File: src/rtl/reset_controller.sv
// Multi-channel open-drain reset pulse generator with a status/mirror LED driver.
// Each channel stretches a level trigger into a minimum-width active-low reset pulse.
module reset_controller #(
    parameter int                  CHANNELS    = 2,
    parameter int                  PULSE_WIDTH = 8_000_000,
    parameter int                  CNT_W       = 32,
    parameter logic [CHANNELS-1:0] POR_MASK    = '0,
    parameter int                  FAST_BIT    = 22,
    parameter int                  SLOW_BIT    = 26,
    parameter int                  BLINK_BIT   = 24
) (
    input  logic                clock,
    input  logic                reset,
    input  logic [CHANNELS-1:0] trigger,
    output logic [CHANNELS-1:0] drive_low,
    input  logic [7:0]          led_mode,
    input  logic                pll_ready,
    input  logic                resync,
    input  logic                force_generate,
    input  logic                adv_ready,
    output logic                led_out,
    output logic                led_oe
);

    localparam logic [CNT_W-1:0] CNT_LAST = CNT_W'(PULSE_WIDTH - 1);

    typedef enum logic {IDLE, ASSERT} ch_state_t;

    // Triangle-wave PWM: phase ramps up then down across each fc[b] half-period.
    function automatic logic glow(input logic [31:0] f, input int b);
        logic [7:0] phase;
        logic [7:0] level;
        phase = f[b-1 -: 8];
        level = f[b] ? ~phase : phase;
        return level > f[7:0];
    endfunction

    logic        por_pend;
    logic [31:0] fc;

    // por_pend is high for exactly the first edge after reset is released
    always_ff @(posedge clock) begin
        if (reset) begin
            por_pend <= 1'b1;
            fc       <= '0;
        end else begin
            por_pend <= 1'b0;
            fc       <= fc + 32'd1;
        end
    end

    for (genvar i = 0; i < CHANNELS; i++) begin : g_ch
        ch_state_t        state, state_nxt;
        logic [CNT_W-1:0] cnt, cnt_nxt;
        logic             dl, dl_nxt;
        logic             req;

        assign req          = trigger[i] | (por_pend & POR_MASK[i]);
        assign drive_low[i] = dl;

        always_comb begin
            state_nxt = state;
            cnt_nxt   = cnt;
            dl_nxt    = dl;
            if (req) begin
                state_nxt = ASSERT;
                cnt_nxt   = '0;
                dl_nxt    = 1'b1;
            end else if (state == ASSERT) begin
                if (cnt == CNT_LAST) begin
                    state_nxt = IDLE;
                    dl_nxt    = 1'b0;
                end else begin
                    cnt_nxt = cnt + 1'b1;
                end
            end
        end

        always_ff @(posedge clock) begin
            if (reset) begin
                state <= IDLE;
                cnt   <= '0;
                dl    <= 1'b0;
            end else begin
                state <= state_nxt;
                cnt   <= cnt_nxt;
                dl    <= dl_nxt;
            end
        end
    end

    logic glow_fast, glow_slow, blink;
    logic led_out_p0, led_oe_p0;

    assign glow_fast = glow(fc, FAST_BIT);
    assign glow_slow = glow(fc, SLOW_BIT);
    assign blink     = fc[BLINK_BIT];

    always_comb begin
        led_out_p0 = 1'b1;
        led_oe_p0  = 1'b0;
        if (led_mode == 8'd0) begin
            led_oe_p0 = 1'b1;
            if (!pll_ready)          led_out_p0 = 1'b1;
            else if (resync)         led_out_p0 = ~glow_fast;
            else if (force_generate) led_out_p0 = blink ? ~glow_fast : 1'b1;
            else if (adv_ready)      led_out_p0 = 1'b0;
            else                     led_out_p0 = ~glow_slow;
        end else begin
            for (int k = 0; k < CHANNELS; k++) begin
                if (led_mode == 8'(k + 1)) begin
                    led_out_p0 = 1'b0;
                    led_oe_p0  = drive_low[k];
                end
            end
        end
    end

    // LED register stage
    always_ff @(posedge clock) begin
        if (reset) begin
            led_out <= 1'b1;
            led_oe  <= 1'b0;
        end else begin
            led_out <= led_out_p0;
            led_oe  <= led_oe_p0;
        end
    end

endmodule

File: config.mk
export PLATFORM = sky130hd
export DESIGN_NAME = reset_controller
export DESIGN_NICKNAME = d
export VERILOG_FILES = /design/src/rtl/reset_controller.sv
export SDC_FILE = /design/constraint.sdc
export NUM_CORES = 1
export LEC_CHECK = 0
export CELL_PAD_IN_SITES_DETAIL_PLACEMENT = 0
export CELL_PAD_IN_SITES_GLOBAL_PLACEMENT = 1
export CORE_MARGIN = 2
export CORE_UTILIZATION = 47
export DETAILED_ROUTE_END_ITERATION = 12
export PLACE_DENSITY_LB_ADDON = 0.1
export REMOVE_ABC_BUFFERS = 1
export SLEW_MARGIN = 10
export SYNTH_ARGS = -nofsm -noshare
export SYNTH_HDL_FRONTEND = slang
export SYNTH_SLANG_ARGS = --single-unit
File: constraint.sdc
create_clock -name clock -period 2.9 [get_ports clock]
set_clock_uncertainty 0.15 [all_clocks]
set_input_delay 0.435 -clock clock [delete_from_list [all_inputs] [get_ports clock]]
set_output_delay 0.435 -clock clock [all_outputs]
set_load 0.005 [all_outputs]
==> key figures, run 1 <==
Critical path
  – R2r worst-path depth: 6
  – Crit Path Max Fanout: 11
  – Critical Path Max Stage Delay: about 0.66 ns
  – Critical path capture point type: flip-flop
  – Cell depth of the worst setup path: 6
  – Worst EP arrival: approximately 2.5 ns
  – Critical path required time: 3.00 ns
  – Slowest-stage cell, CP: o31ai_2
  – Nature of the critical path startpoint: flip-flop
  – Setup Crit Path Kind: flip-flop to flip-flop
  – Critical Path, Cell by Cell: ha_1 -> nand2_1 -> or3_4 -> o31ai_2 -> or4_1 -> a21oi_1
  – Top delay family on crit path: simple AND/OR/NAND/NOR gates
  – Crit path buffers/inverters: 0

Die
  – Die Footprint: around 12000 µm²
  – Die Span X: ~110 µm
  – Total core area: 10400 µm²
  – # rows: 37
  – Io pins: 20
  – Starting Density: 0.487
  – Die height: 108 µm

STA
  – Maximum clock rate: 424 MHz
  – Final Hold Fails: 0
  – Max-slew headroom: 0.517
  – Slew @ Worst Pin: 0.720 ns
  – RSZ-0062 raised after global routing: false
  – Fin crit period: around 2.4 ns
  – Setup TNS: 0 ns
  – Max Slew Vio Count: 0
  – WHS: 0.319 ns
  – Setup-failing EPs final: 0
  – Final worst slack: 0.544 ns
  – Final worst-path cycle share: 0.812

Yosys
  – EDFF count, synth: 0
  – Post-synthesis sequential area ratio: 0.383
  – Yosys top cell by area: dfxtp_1
  – Synth area leaders: dfxtp_1 (38%), xor2_1 (8.1%), ha_1 (4.9%)
  – Synthesis warning total: 0
  – Post-synth ARST share: 0
  – Yosys cell types: 50
  – Syn Inst Count: 590
  – Post-synth top flop: dfxtp_1
  – Count leader, synth: dfxtp_1
  – Commonest cells in the netlist: dfxtp_1 (97), nor2_1 (61), nand2_1 (48)
  – Area share of the largest cell type after synthesis: 0.383
  – Avg Inst Size Synth: 8.60 µm²
  – FF+latch count, synth: 97
  – Mapped cell area: 5070 µm²

Place
  – Gp weighted congestion: 0.822
  – Pre-CTS setup slack: 0.564 ns
  – Placed inst area: 5400 µm²
  – Port Buffers: 19
  – Dpl hpwl: 7630 µm
  – Placed cell count: 732

Global routing
  – Grt ovf: 0
  – Gr usage total: 0.194
  – Vias in the first global route: a little under 4000
  – First-pass GRT wire length: 17900 µm
  – Antenna violations before repair: 0
  – Largest net degree at the start of global routing: 29

Hold path
  – Hold depth: 1
  – Worst min path class: flip-flop to flip-flop

Clock network
  – CTS Hold Bufs: 0
  – TritonCTS clock tree: built
  – # clock sinks: slightly below 100
  – CTS clk-pin slew, worst paths: 0.09 ns
  – Clk Tree Root Cell: clkbuf_8
  – Num CTS Buffers: 9
  – Maximum clock path buffer count: 2
  – PostCTS Resize Cnt: 0
  – H-tree depth: 3
  – Clock latency on the worst-skew pair: 0.37 ns
  – Setup bufs post-CTS: 0

Power and ir drop
  – Peak VDD IR: 0.000302 V
  – PwrDens: 423 nW/µm²
  – Leakage: 2.03 nW

Final layout
  – Post-route cell area: 5590 µm²
  – Nets: 643
  – Final Non-Filler Cells: 747
  – Layout cell share with drive strength beyond 1: 0.0753
  – Fill count: between 1000 and 1500
  – Register Area: about 1900 µm²
  – Inserted Diodes: 0
  – Area Growth Syn to Fin: 10.2%
  – Area of the multi-input gates: 2950 µm²

Routing
  – Routed WL: between 10000 and 15000 µm
  – DRC viols: 0
  – Post-DRT Antenna Nets: 0
  – DR WL/cell: 14.2 µm
  – Initial DRC count: ~140
  – Via count: around 4200
  – Pre-antenna DRT Iters: 4
  – Drt via density: 5.60

Status
  – Status: complete, no violations

Run
  – Number of max-cap violations: 0
==> layout by cell type (no fill, tap or decap), types with 2 or more instances in the layout <==
master and instances:
dfxtp_1 97, nor2_1 61, nand2_1 48, xor2_1 47
a21oi_1 39, nand3_1 31, nand4_1 27, o21ai_0 22
or3_1 21, ha_1 20, clkdlybuf4s50_1 19, inv_1 18
xnor2_1 14, and3_1 11, nor3_1 11, or4_1 11
o31ai_1 11, clkbuf_8 11, and4_1 10, o211ai_1 10
buf_4 10, nor4_1 6, or2_2 5, and2_1 4
nor2b_1 4, nand4_4 3, mux2i_1 3, nor4b_1 3
o41ai_1 3, nand3_2 3, nor3_4 2, nor4bb_1 2
o311ai_0 2, a31o_2 2, nor4_4 2, clkinv_2 2
==> through the flow <==
stage,utilization,power (W)
2_1_floorplan,-,0.00144
3_3_place_gp,0.518,0.00150
3_5_place_dp,0.518,0.00150
4_1_cts,0.537,0.00241
5_1_grt,0.537,0.00247
6_report,0.537,0.00237
==> final timing paths <==
check | to | slack [ns] | startpoint
setup / recovery | g_ch[0].cnt[7]$_SDFFE_PP0P_ | 0.54 | g_ch[0].cnt[0]$_SDFFE_PP0P_
hold reg to reg | g_ch[0].cnt[8]$_SDFFE_PP0P_ | 0.32 | g_ch[0].cnt[8]$_SDFFE_PP0P_
hold / removal | g_ch[0].cnt[8]$_SDFFE_PP0P_ | 0.32 | g_ch[0].cnt[8]$_SDFFE_PP0P_
setup reg to reg | g_ch[0].cnt[7]$_SDFFE_PP0P_ | 0.54 | g_ch[0].cnt[0]$_SDFFE_PP0P_
==> layer usage <==
layer / vias up / wire [µm] / share of wire / global-route usage
met2: 41 / 4920 / 0.46 / 0.316
li1: 2159 / - / - / -
met3: 16 / 255 / 0.024 / 0.0533
met5: - / 0 / 0 / 0
met1: 1965 / 5160 / 0.49 / 0.245
met4: 0 / 253 / 0.024 / 0.0723
==> cell type report <==
class,count,area share
multi-input combinational,451,0.527
sequential,97,0.347
timing repair buffer,29,0.0474
tap,136,0.0304
clock buffer,12,0.0277
inverter,19,0.0128
clock inverter,3,0.00716
==> worst reg2reg max path, cell delays in order (launching register included) <==
cell     delay [ns]
dfxtp_1        0.38
ha_1           0.20
nand2_1        0.15
or3_4          0.42
o31ai_2        0.66
or4_1          0.21
a21oi_1        0.06
==> cells by family after synthesis <==
family	synth area share
xor gates and xnor gates	0.105
buffers and inverters	0.0360
AOI/OAI and AO/OA	0.121
DFF	0.383
and+or+nand+nor	0.299
muxes	0.00592
adders and majority gates	0.0493
==> sequential cells by signal (all words and copies together) (netlist names) <==
name        count
g_ch.state      2
led_out         1
fc             27
led_oe          1
g_ch.dl         2
g_ch.cnt       64
==> where the power goes <==
part / internal [W] / leakage [nW] / switching (W) / total (W)
clock: 0.000439 / 0.102 / 0.000457 / 0.000896
sequential: 0.00134 / 0.783 / 0.0000136 / 0.00135
combinational: 0.0000541 / 1.15 / 0.0000642 / 0.000118
(Power assumes the default switching activity.)
==> run 2: changes to the inputs <==
==> constraint.sdc (replaced) <==
create_clock -name clock -period 2.4 [get_ports clock]
set_clock_uncertainty 0.15 [all_clocks]
set_input_delay 0.36 -clock clock [delete_from_list [all_inputs] [get_ports clock]]
set_output_delay 0.36 -clock clock [all_outputs]
set_load 0.005 [all_outputs]
==> key figures, run 2 (synthesis gave the netlist of run 1 again) <==
Critical path
  – Reg2reg start: fc[26]$_SDFF_PP0_
  – Critical Path Max Stage Delay: 0.61 ns (-0.05 ns)
  – Critical Path, Cell by Cell: xor2_1 -> ha_1 -> nor2b_1 -> o211ai_1 -> a21oi_1 -> o41ai_1 -> a31o_2
  – Crit Path Max Fanout: 10 (-1)
  – Slowest-stage cell, CP: dfxtp_1
  – Worst EP arrival: 2.34 ns (-0.12 ns)
  – Reg2Reg Setup Slack: 0.22 ns (-0.32 ns)
  – Setup Crit Path Kind: flip-flop to flip-flop
  – R2r worst-path depth: 7 (+1)
  – Critical path required time: 2.56 ns (-0.44 ns)
  – Nature of the critical path startpoint: flip-flop
  – R2R Path End: led_out$_SDFF_PP1_
  – Critical path capture point type: flip-flop

STA
  – Max Slew Vio Count: 0 (unchanged)
  – Final worst slack: 0.225 ns (-0.320 ns)
  – Final Hold Fails: 0 (unchanged)
  – WHS: 0.339 ns (+0.0190 ns)
  – Maximum clock rate: 460 MHz (+8.3%)
  – RSZ-0062 raised after global routing: false
  – Slew @ Worst Pin: 0.442 ns (-0.278 ns)
  – Fin crit period: 2.18 ns (-0.180 ns)
  – Max-slew headroom: 0.704 (+0.187)
  – Setup TNS: 0 ns (unchanged)
  – Final worst-path cycle share: 0.906 (+0.0941)
  – Setup-failing EPs final: 0 (unchanged)

Run
  – Number of max-cap violations: 0 (unchanged)

Clock network
  – Num CTS Buffers: 9 (unchanged)
  – Clock latency on the worst-skew pair: 0.37 ns (about the same)
  – TritonCTS clock tree: built
  – Maximum clock path buffer count: 2 (unchanged)
  – Clk Tree Root Cell: clkbuf_8
  – CTS Hold Bufs: 0 (unchanged)
  – CTS clk-pin slew, worst paths: 0.09 ns (about the same)
  – H-tree depth: 3 (unchanged)
  – # clock sinks: 97 (unchanged)
  – Setup bufs post-CTS: 0 (unchanged)
  – PostCTS Resize Cnt: 0 (unchanged)

Final layout
  – Biggest regs: g_ch.cnt (64), fc (27)
  – Layout cell share with drive strength beyond 1: 0.0990 (+0.0238)
  – Most common cell after layout, fill and taps aside: dfxtp_1
  – Fill count: 964 (-3.7%)
  – Nets: 658 (+2.3%)
  – Max reg flops: 64 (unchanged)
  – Util after Layout: 0.548 (+0.0115)
  – Commonest non-fill, non-tap cells in the layout: dfxtp_1 (97), nor2_1 (61), nand2_1 (48)
  – Register with the most flip-flops: g_ch.cnt
  – Area Growth Syn to Fin: 12.6%
  – Inserted Diodes: 0 (unchanged)

Die
  – Io pins: 20 (unchanged)
  – Die Span X: 108 µm (unchanged)
  – Die Footprint: 11600 µm² (unchanged)
  – Starting Density: 0.487 (unchanged)
  – Total core area: 10400 µm² (unchanged)
  – Die height: 108 µm (unchanged)
  – # rows: 37 (unchanged)

Power and ir drop
  – Leakage: 2.11 nW (+3.6%)
  – Combinational share of power: 0.055 (+0.005)
  – PwrDens: 507 nW/µm² (+20%)
  – NetSw: 0.000665 W (+24%)
  – Clock network power share: 0.382 (+0.004)
  – Internal power: 0.00223 W (+22%)
  – Peak VDD IR: 0.000298 V (-1.4%)
  – Seq pwr share: 0.563 (-0.009)
  – Sw Share: 0.230 (+0.00411)

Global routing
  – Largest net degree at the start of global routing: 29 (unchanged)
  – Grt ovf: 0 (unchanged)
  – Gr usage total: 0.201 (+0.00724)
  – Global routing usage on met2: 0.324 (+0.00809)
  – First-pass GRT wire length: 19000 µm (+6.0%)
  – Antenna violations before repair: 0 (unchanged)
  – Met1 capacity usage during global routing: 0.268 (+0.0230)
  – GRT Max-Usage Layer: met2
  – Met3 GRT Util: 0.0345 (-0.0188)
  – Vias in the first global route: 4108 (+6.7%)

Routing
  – DRC viols: 0 (unchanged)
  – Pre-antenna DRT Iters: 4 (unchanged)
  – DR WL/cell: 14.4 µm (+1.3%)
  – Post-DRT Antenna Nets: 0 (unchanged)
  – Via count: 4301 (+2.9%)
  – Initial DRC count: 206 (+51%)
  – Routed WL: 11000 µm (+3.4%)
  – Drt via density: 5.64 (+0.85%)

Hold path
  – Hold depth: 1 (unchanged)
  – Worst hold endpoint: g_ch[0].cnt[8]$_SDFFE_PP0P_
  – Hold path startpoint: g_ch[0].cnt[8]$_SDFFE_PP0P_
  – Worst min path class: flip-flop to flip-flop

Place
  – Pre-CTS setup slack: 0.207 ns (-0.357 ns)
  – Port Buffers: 19 (unchanged)
  – Dpl hpwl: 8080 µm (+5.8%)
  – Gp weighted congestion: 0.820 (-0.30%)

Status
  – Status: complete, no violations
[run 2: changes by cell type in the layout (fill, tap and decap cells not counted)]
cell	previous run	this run
inv_6	0	1
clkinvlp_4	0	1
buf_4	10	25
clkbuf_1	1	0
clkinv_2	2	1
[run 2: per-layer routing]
metal,routed length [µm],share of wire
met2,5110,0.47
met5,0,0
met3,291,0.027
met4,163,0.015
met1,5390,0.49
[run 2: layout make-up]
type | instances | area (µm²) | share of cell area
Clock inverter | 4 | 51.3 | 0.00898
Sequential cell | 97 | 1940 | 0.340
Tap cell | 136 | 170 | 0.0298
Multi-Input combinational cell | 451 | 2950 | 0.516
Timing Repair Buffer | 44 | 378 | 0.0662
Clock buffer | 11 | 151 | 0.0265
Inverter | 19 | 71.3 | 0.0125
[run 2: how the worst max path moves through the flow]
stage	from	to
finish	fc[26]$_SDFF_PP0_	led_out$_SDFF_PP1_
floorplan	g_ch[1].cnt[17]$_SDFFE_PP0P_	g_ch[1].cnt[2]$_SDFFE_PP0P_
CTS	fc[26]$_SDFF_PP0_	led_out$_SDFF_PP1_
global route	g_ch[1].cnt[11]$_SDFFE_PP0P_	g_ch[1].cnt[3]$_SDFFE_PP0P_
global placement	reset	g_ch[0].cnt[22]$_SDFFE_PP0P_
detailed placement	reset	g_ch[0].cnt[24]$_SDFFE_PP0P_
[run 2: metrics by stage]
step | cell area (µm²) | cells | total power (W)
detailed placement | 5510 | 747 | 0.00183
global route | 5710 | 762 | 0.00300
CTS | 5710 | 762 | 0.00293
floorplan | 4960 | 567 | 0.00174
global placement | 5510 | 747 | 0.00182
finish | 5710 | 762 | 0.00289
[run 2: worst max-delay path: cells and delay by family, from the launching register on]
family	cells	cell delay, ns
xor gates and xnor gates	1	0.18
AOI/OAI and AO/OA	4	0.79
DFF	1	0.61
and+or+nand+nor	1	0.14
adders and majority gates	1	0.26
[run 2: power by group through the flow]
stage	registers [W]	clock network (W)	logic, W
2_1_floorplan	0.00167	0	0.0000693
3_3_place_gp	0.00167	0	0.000155
3_5_place_dp	0.00167	0	0.000158
4_1_cts	0.00163	0.00114	0.000160
5_1_grt	0.00163	0.00119	0.000177
6_report	0.00163	0.00110	0.000159
